**config.mk**
```make
export PLATFORM = sky130hd
export DESIGN_NAME = mul_div_unit_flat
export DESIGN_NICKNAME = d
export VERILOG_FILES = /design/src/rtl/mul_div_if.sv /design/src/rtl/mul_div_unit.sv /design/src/flat_wrapper.sv
export SDC_FILE = /design/constraint.sdc
export NUM_CORES = 1
export LEC_CHECK = 0
export CORE_ASPECT_RATIO = 1.25
export CORE_MARGIN = 1.5
export CORE_UTILIZATION = 57
export DETAILED_ROUTE_END_ITERATION = 10
export GPL_ROUTABILITY_DRIVEN = 0
export HOLD_SLACK_MARGIN = 0.12
export PLACE_DENSITY = 0.81
export REMOVE_ABC_BUFFERS = 1
export SYNTH_ARGS = -nofsm -noshare
export SYNTH_HDL_FRONTEND = slang
export SYNTH_SLANG_ARGS = --single-unit
```
**constraint.sdc**
```tcl
create_clock -name clock -period 3.49 [get_ports clock]
set_input_delay 0.5235 -clock clock [delete_from_list [all_inputs] [get_ports clock]]
set_output_delay 0.5235 -clock clock [all_outputs]
set_load 0.01 [all_outputs]
```
**src/rtl/mul_div_if.sv**
```systemverilog
// mul_div_if: request/result bundle between the execute stage and the
// multiply/divide unit.
//   master (pipeline side): drives start/op/inA/inB and the mthi/mtlo
//                           write port (hi_wen/lo_wen/wd); observes status.
//   slave  (mul_div_unit) : returns busy/done/div_by_zero and the HI/LO
//                           register contents.
interface mul_div_if #(
    parameter int N = 32
);
    logic         start;
    logic [1:0]   op;
    logic [N-1:0] inA;
    logic [N-1:0] inB;
    logic         hi_wen;
    logic         lo_wen;
    logic [N-1:0] wd;
    logic         busy;
    logic         done;
    logic         div_by_zero;
    logic [N-1:0] hi;
    logic [N-1:0] lo;

    modport master (
        output start, op, inA, inB, hi_wen, lo_wen, wd,
        input  busy, done, div_by_zero, hi, lo
    );

    modport slave (
        input  start, op, inA, inB, hi_wen, lo_wen, wd,
        output busy, done, div_by_zero, hi, lo
    );
endinterface

```
**src/rtl/mul_div_unit.sv**
```systemverilog
// mul_div_unit: iterative multiply/divide unit with the HI/LO registers.
// One result bit per clock; an operation takes N+1 cycles from start.
// Ports:
//   clock        system clock, rising edge
//   reset        synchronous active-high reset
//   bus (slave)  start/op/inA/inB request, hi_wen/lo_wen/wd direct writes,
//                busy/done/div_by_zero status, hi/lo results
// op: 00 mult, 01 multu, 10 div, 11 divu.
module mul_div_unit #(
    parameter int N = 32
) (
    input  logic      clock,
    input  logic      reset,
    mul_div_if.slave  bus
);
    localparam int CW = $clog2(N);

    typedef enum logic [1:0] {IDLE, RUN, FIX} state_t;

    state_t         state_q;
    logic [CW-1:0]  cnt_q;
    logic [1:0]     op_q;
    logic [N-1:0]   b_q;       // |multiplicand| or |divisor|
    logic [N-1:0]   acc_q;     // product high half / partial remainder
    logic [N-1:0]   q_q;       // multiplier shifting out / quotient shifting in
    logic           q_neg_q;   // product or quotient must be negated
    logic           r_neg_q;   // remainder must be negated (dividend sign)
    logic           dz_q;
    logic           busy_q, done_q, dzo_q;
    logic [N-1:0]   hi_q, lo_q;

    // Operand magnitudes; only the signed ops (op[0]==0) see negative values.
    logic           a_neg, b_neg;
    logic [N-1:0]   a_mag, b_mag;
    assign a_neg = ~bus.op[0] & bus.inA[N-1];
    assign b_neg = ~bus.op[0] & bus.inB[N-1];
    assign a_mag = a_neg ? (~bus.inA + 1'b1) : bus.inA;
    assign b_mag = b_neg ? (~bus.inB + 1'b1) : bus.inB;

    // Multiply step: conditional add into the high half, then shift the
    // {carry, acc, q} chain right by one.
    logic [N:0]     mul_sum_d;
    assign mul_sum_d = {1'b0, acc_q} + {1'b0, (q_q[0] ? b_q : {N{1'b0}})};

    // Restoring divide step. Because the remainder stays below the divisor,
    // the N-bit wrapped difference is exact whenever the subtract succeeds.
    // With a zero divisor every step "succeeds", leaving quotient = all ones
    // and remainder = |dividend|.
    logic [N:0]     div_sh_d;
    logic [N-1:0]   div_diff_d;
    logic           div_ge_d;
    assign div_sh_d   = {acc_q, q_q[N-1]};
    assign div_diff_d = div_sh_d[N-1:0] - b_q;
    assign div_ge_d   = (div_sh_d >= {1'b0, b_q});

    // Sign corrections applied in FIX. Negating the most negative value
    // wraps to itself, which gives the required div overflow result.
    logic [2*N-1:0] prod_d, prod_fix_d;
    logic [N-1:0]   quot_fix_d, rem_fix_d;
    assign prod_d     = {acc_q, q_q};
    assign prod_fix_d = q_neg_q ? (~prod_d + 1'b1) : prod_d;
    assign quot_fix_d = q_neg_q ? (~q_q + 1'b1) : q_q;
    assign rem_fix_d  = r_neg_q ? (~acc_q + 1'b1) : acc_q;

    always_ff @(posedge clock) begin
        if (reset) begin
            state_q <= IDLE;
            cnt_q   <= '0;
            op_q    <= '0;
            b_q     <= '0;
            acc_q   <= '0;
            q_q     <= '0;
            q_neg_q <= 1'b0;
            r_neg_q <= 1'b0;
            dz_q    <= 1'b0;
            busy_q  <= 1'b0;
            done_q  <= 1'b0;
            dzo_q   <= 1'b0;
            hi_q    <= '0;
            lo_q    <= '0;
        end else begin
            done_q <= 1'b0;
            dzo_q  <= 1'b0;
            case (state_q)
                IDLE: begin
                    if (bus.hi_wen) hi_q <= bus.wd;
                    if (bus.lo_wen) lo_q <= bus.wd;
                    if (bus.start) begin
                        state_q <= RUN;
                        busy_q  <= 1'b1;
                        cnt_q   <= '0;
                        op_q    <= bus.op;
                        b_q     <= b_mag;
                        acc_q   <= '0;
                        q_q     <= a_mag;
                        q_neg_q <= a_neg ^ b_neg;
                        r_neg_q <= a_neg;
                        dz_q    <= bus.op[1] & (bus.inB == '0);
                    end
                end
                RUN: begin
                    cnt_q <= cnt_q + 1'b1;
                    if (op_q[1]) begin
                        acc_q <= div_ge_d ? div_diff_d : div_sh_d[N-1:0];
                        q_q   <= {q_q[N-2:0], div_ge_d};
                    end else begin
                        acc_q <= mul_sum_d[N:1];
                        q_q   <= {mul_sum_d[0], q_q[N-1:1]};
                    end
                    if (cnt_q == CW'(N-1)) state_q <= FIX;
                end
                FIX: begin
                    state_q <= IDLE;
                    busy_q  <= 1'b0;
                    done_q  <= 1'b1;
                    dzo_q   <= dz_q;
                    if (op_q[1]) begin
                        lo_q <= dz_q ? {N{1'b1}} : quot_fix_d;
                        hi_q <= rem_fix_d;
                    end else begin
                        {hi_q, lo_q} <= prod_fix_d;
                    end
                end
                default: state_q <= IDLE;
            endcase
        end
    end

    assign bus.busy        = busy_q;
    assign bus.done        = done_q;
    assign bus.div_by_zero = dzo_q;
    assign bus.hi          = hi_q;
    assign bus.lo          = lo_q;
endmodule

```
**src/flat_wrapper.sv**
```systemverilog
// flat-port wrapper written by rule: the top's interface ports become plain ports
module mul_div_unit_flat 
#(
    parameter int N = 32
)
  (clock, reset, bus_start, bus_op, bus_inA, bus_inB, bus_hi_wen, bus_lo_wen, bus_wd, bus_busy, bus_done, bus_div_by_zero, bus_hi, bus_lo);
  mul_div_if #(.N(N)) bus_i ();
  input  logic clock;
  input  logic reset;
  input wire logic [$bits(bus_i.start)-1:0] bus_start;
  input wire logic [$bits(bus_i.op)-1:0] bus_op;
  input wire logic [$bits(bus_i.inA)-1:0] bus_inA;
  input wire logic [$bits(bus_i.inB)-1:0] bus_inB;
  input wire logic [$bits(bus_i.hi_wen)-1:0] bus_hi_wen;
  input wire logic [$bits(bus_i.lo_wen)-1:0] bus_lo_wen;
  input wire logic [$bits(bus_i.wd)-1:0] bus_wd;
  output wire logic [$bits(bus_i.busy)-1:0] bus_busy;
  output wire logic [$bits(bus_i.done)-1:0] bus_done;
  output wire logic [$bits(bus_i.div_by_zero)-1:0] bus_div_by_zero;
  output wire logic [$bits(bus_i.hi)-1:0] bus_hi;
  output wire logic [$bits(bus_i.lo)-1:0] bus_lo;
  assign bus_i.start = bus_start;
  assign bus_i.op = bus_op;
  assign bus_i.inA = bus_inA;
  assign bus_i.inB = bus_inB;
  assign bus_i.hi_wen = bus_hi_wen;
  assign bus_i.lo_wen = bus_lo_wen;
  assign bus_i.wd = bus_wd;
  assign bus_busy = bus_i.busy;
  assign bus_done = bus_i.done;
  assign bus_div_by_zero = bus_i.div_by_zero;
  assign bus_hi = bus_i.hi;
  assign bus_lo = bus_i.lo;
  mul_div_unit #(.N(N)) u_core (.clock(clock), .reset(reset), .bus(bus_i));
endmodule
```
==> out/results.ini <==
[pwr]
ir_drop_mv = 0.377
power_density_nw_per_um2 = 378
power.leakage_nw = 6.67

[die]
ios = 170
die_area_um2 = 24800
fp.dieH_um = 176
row_count = 63
fp.dieW_um = 141
start_util = 0.578
core_um2 = 23600

[outcome]
status = complete, no violations

[cts]
clk_latency_ns = 0.45
post_cts_buffers = 0
cts_tree = done
cts_root_buf = clkbuf_16
cts_hold_buf = 0
cts_max_path_buffers = 2
cts_buffers = 17
cts_resized = 0
cts_sinks = 174
htreeDepth = 4
path_clk_slew_ns = 0.07

[placed_design]
port_buffers = 169
dp_worst_setup_slack_ns = -0.272
dp_hpwl_um = 31100

[sta]
min_period_ns = 3.36
max_freq_mhz = 297
hold_viol = 0
worst_slack_ns = 0.126
timing.final.max_slew_violations = 0
skew_ns = 0.0116
rsz0062_at_grt = false
final.period_utilization = 0.964
setup_viol = 0
hold-worst-slack_ns = 0.451
tightest_slew_ns = 0.869
slew_headroom = 0.420

[global_routing]
track_usage = 0.331
grt-ovfl-total = 0
antenna_found_initial = 0
grt_pass1_wl_um = 66500
grt_pass1_vias = 13400
grt_max_degree = 109

[setup_path]
worst-setup-path-type = register to register
rr_worst_depth = 13
worst_setup_path_start_kind = register
r2r_setup_slack_ns = 0.13
r2r_end = u_core.acc_q[26]
crit_fanout = 4
cp.arrival_ns = 3.68
rr_startpoint = u_core.q_q[31]
cp.required_ns = 3.81
endpoint_kind = register

[hold_path]
hp-start = u_core.bus.lo[7]
min_to = u_core.bus.lo[7]
holdPathStages = 2
min_path_type = register to register

[synthesis]
synth_edf_count = 0
synth_cells = 1836
synth_warnings = 0
syn_area_um2 = 13600
seq_area_frac_synth = 0.256
synth.distinct_cells = 68
synth_flop_cell = dfxtp_1
syn_area_per_cell_um2 = 7.42
ys_seq_elements = 174
ys_async_sr_fraction = 0

[finish]
final_common_cell = nor2_1
fill_cells = 1878
area_delta_synth_final_pct = 21.5
fin_nets = 2164
final_cell_mix = nor2_1 (215), a21oi_1 (189), nand2_1 (178), dfxtp_1 (173), clkdlybuf4s50_1 (168)
drive_above_1_share = 0.0764
antennaDiodeCount = 0
utilization = 0.702
ff_latch_area_um2 = 3480
multiInputGateArea_um2 = 9480

[routing]
routedWlPerCell_um = 18.1
ant_nets = 0
drt_iter0_markers = 1349
routed_wl_um = 41600
vias = 14400
via_per_inst = 6.26
dr.pass1.iters = 6
remaining_drc_errors = 0

[flow_run]
drv_cap = 0

through the flow:
stage / instance area [um2] / cells / power [mW] / TNS, ns
2_1_floorplan: 13100 / 1712 / 3.56 / -101.91
3_3_place_gp: 16000 / 2262 / 4.27 / -0.965
3_5_place_dp: 16000 / 2262 / 4.32 / -1.04
4_1_cts: 16500 / 2294 / 6.23 / 0
5_1_grt: 16500 / 2294 / 6.55 / 0
6_report: 16500 / 2294 / 6.26 / 0
cell type report:
cell class / count / share of cell area
Multi-Input combinational cell: 1475 / 0.573
Sequential cell: 174 / 0.211
Inverter: 63 / 0.0143
Tap cell: 292 / 0.0221
Timing Repair Buffer: 258 / 0.145
Clock inverter: 14 / 0.00900
Clock buffer: 18 / 0.0265
per-layer routing:
metal / routed length (um) / GRT usage / vias to the layer above
met5: 0 / 0 / -
met4: 1720 / 0.161 / 0
met3: 3330 / 0.0515 / 126
met2: 20100 / 0.573 / 737
met1: 16500 / 0.399 / 6569
li1: - / - / 6939
worst max-delay path by stage:
stage,start,endpoint,slack [ns],depth (start not counted)
6_report,u_core.q_q[31],u_core.acc_q[26],0.13,13
5_1_grt,u_core.q_q[0],u_core.acc_q[30],0.008,14
4_1_cts,u_core.q_q[31],u_core.acc_q[26],0.17,13
3_5_place_dp,bus_inB[8],u_core.b_q[26],-0.27,10
3_3_place_gp,bus_inB[8],u_core.b_q[28],-0.25,10
2_1_floorplan,u_core.acc_q[9],u_core.acc_q[1],-2.10,9
synth_stat cells, types with 7 or more instances:
library cell | count | area (um2)
a22oi_1 | 15 | 113
nor4_1 | 19 | 119
o211ai_1 | 41 | 308
clkbuf_1 | 111 | 417
nor2b_1 | 15 | 93.8
or3_1 | 11 | 68.8
or2_2 | 7 | 43.8
a2111oi_0 | 7 | 61.3
nand3_1 | 19 | 95.1
nand2b_1 | 14 | 87.6
inv_1 | 63 | 236
a311oi_1 | 9 | 78.8
a21o_1 | 32 | 240
or4_1 | 9 | 67.6
o31ai_1 | 22 | 165
xor2_1 | 82 | 718
a211oi_1 | 63 | 473
o22ai_1 | 7 | 43.8
o41ai_1 | 15 | 131
and3_1 | 15 | 93.8
and2_1 | 17 | 106
o221ai_1 | 22 | 193
nand2_1 | 178 | 668
xnor2_1 | 87 | 762
nor2_1 | 218 | 818
o21bai_1 | 10 | 75.1
a21oi_1 | 190 | 951
nor3_1 | 36 | 180
ha_1 | 70 | 876
nand4_1 | 9 | 56.3
mux2i_1 | 40 | 400
buf_1 | 8 | 30.0
o21ai_0 | 103 | 515
a31oi_1 | 18 | 113
a22o_1 | 7 | 61.3
dfxtp_1 | 174 | 3480
cells by family after synthesis:
logic type,Yosys count,synth area share
DFF,174,0.256
buffers and inverters,187,0.0520
adders and majority gates,72,0.0673
and+or+nand+nor,587,0.197
muxes,43,0.0319
xor gates and xnor gates,169,0.109
AOI/OAI and AO/OA,604,0.288
state kept, by name, indices dropped and copies added, names as in the netlist:
register and count:
u_core.q_neg_q 1, u_core.op_q 1, u_core.r_neg_q 1, u_core.cnt_q 5
u_core.bus.hi 32, u_core.b_q 32, u_core.acc_q 32, u_core.q_q 32
u_core.bus.lo 32, u_core.bus.busy 1, u_core.bus.div_by_zero 1, u_core.state_q 2
u_core.bus.done 1, u_core.dz_q 1
worst max-delay path, stage by stage (launching register included):
cell	delay, ns
dfxtp_1	0.31
inv_1	0.14
ha_1	0.17
inv_1	0.07
fa_1	0.45
a211oi_1	0.31
o211ai_1	0.19
a21oi_1	0.19
and3b_1	0.25
a31o_2	0.29
o41ai_1	0.31
xor2_1	0.27
o211a_1	0.19
o21ai_0	0.09
power breakdown:
group	leakage, nW	total, mW	switching [mW]	internal, mW
clock	0.284	1.93	0.898	1.03
combinational	4.96	2.03	1.15	0.883
sequential	1.43	2.30	0.161	2.14
Power figures use the tool's default switching activity.
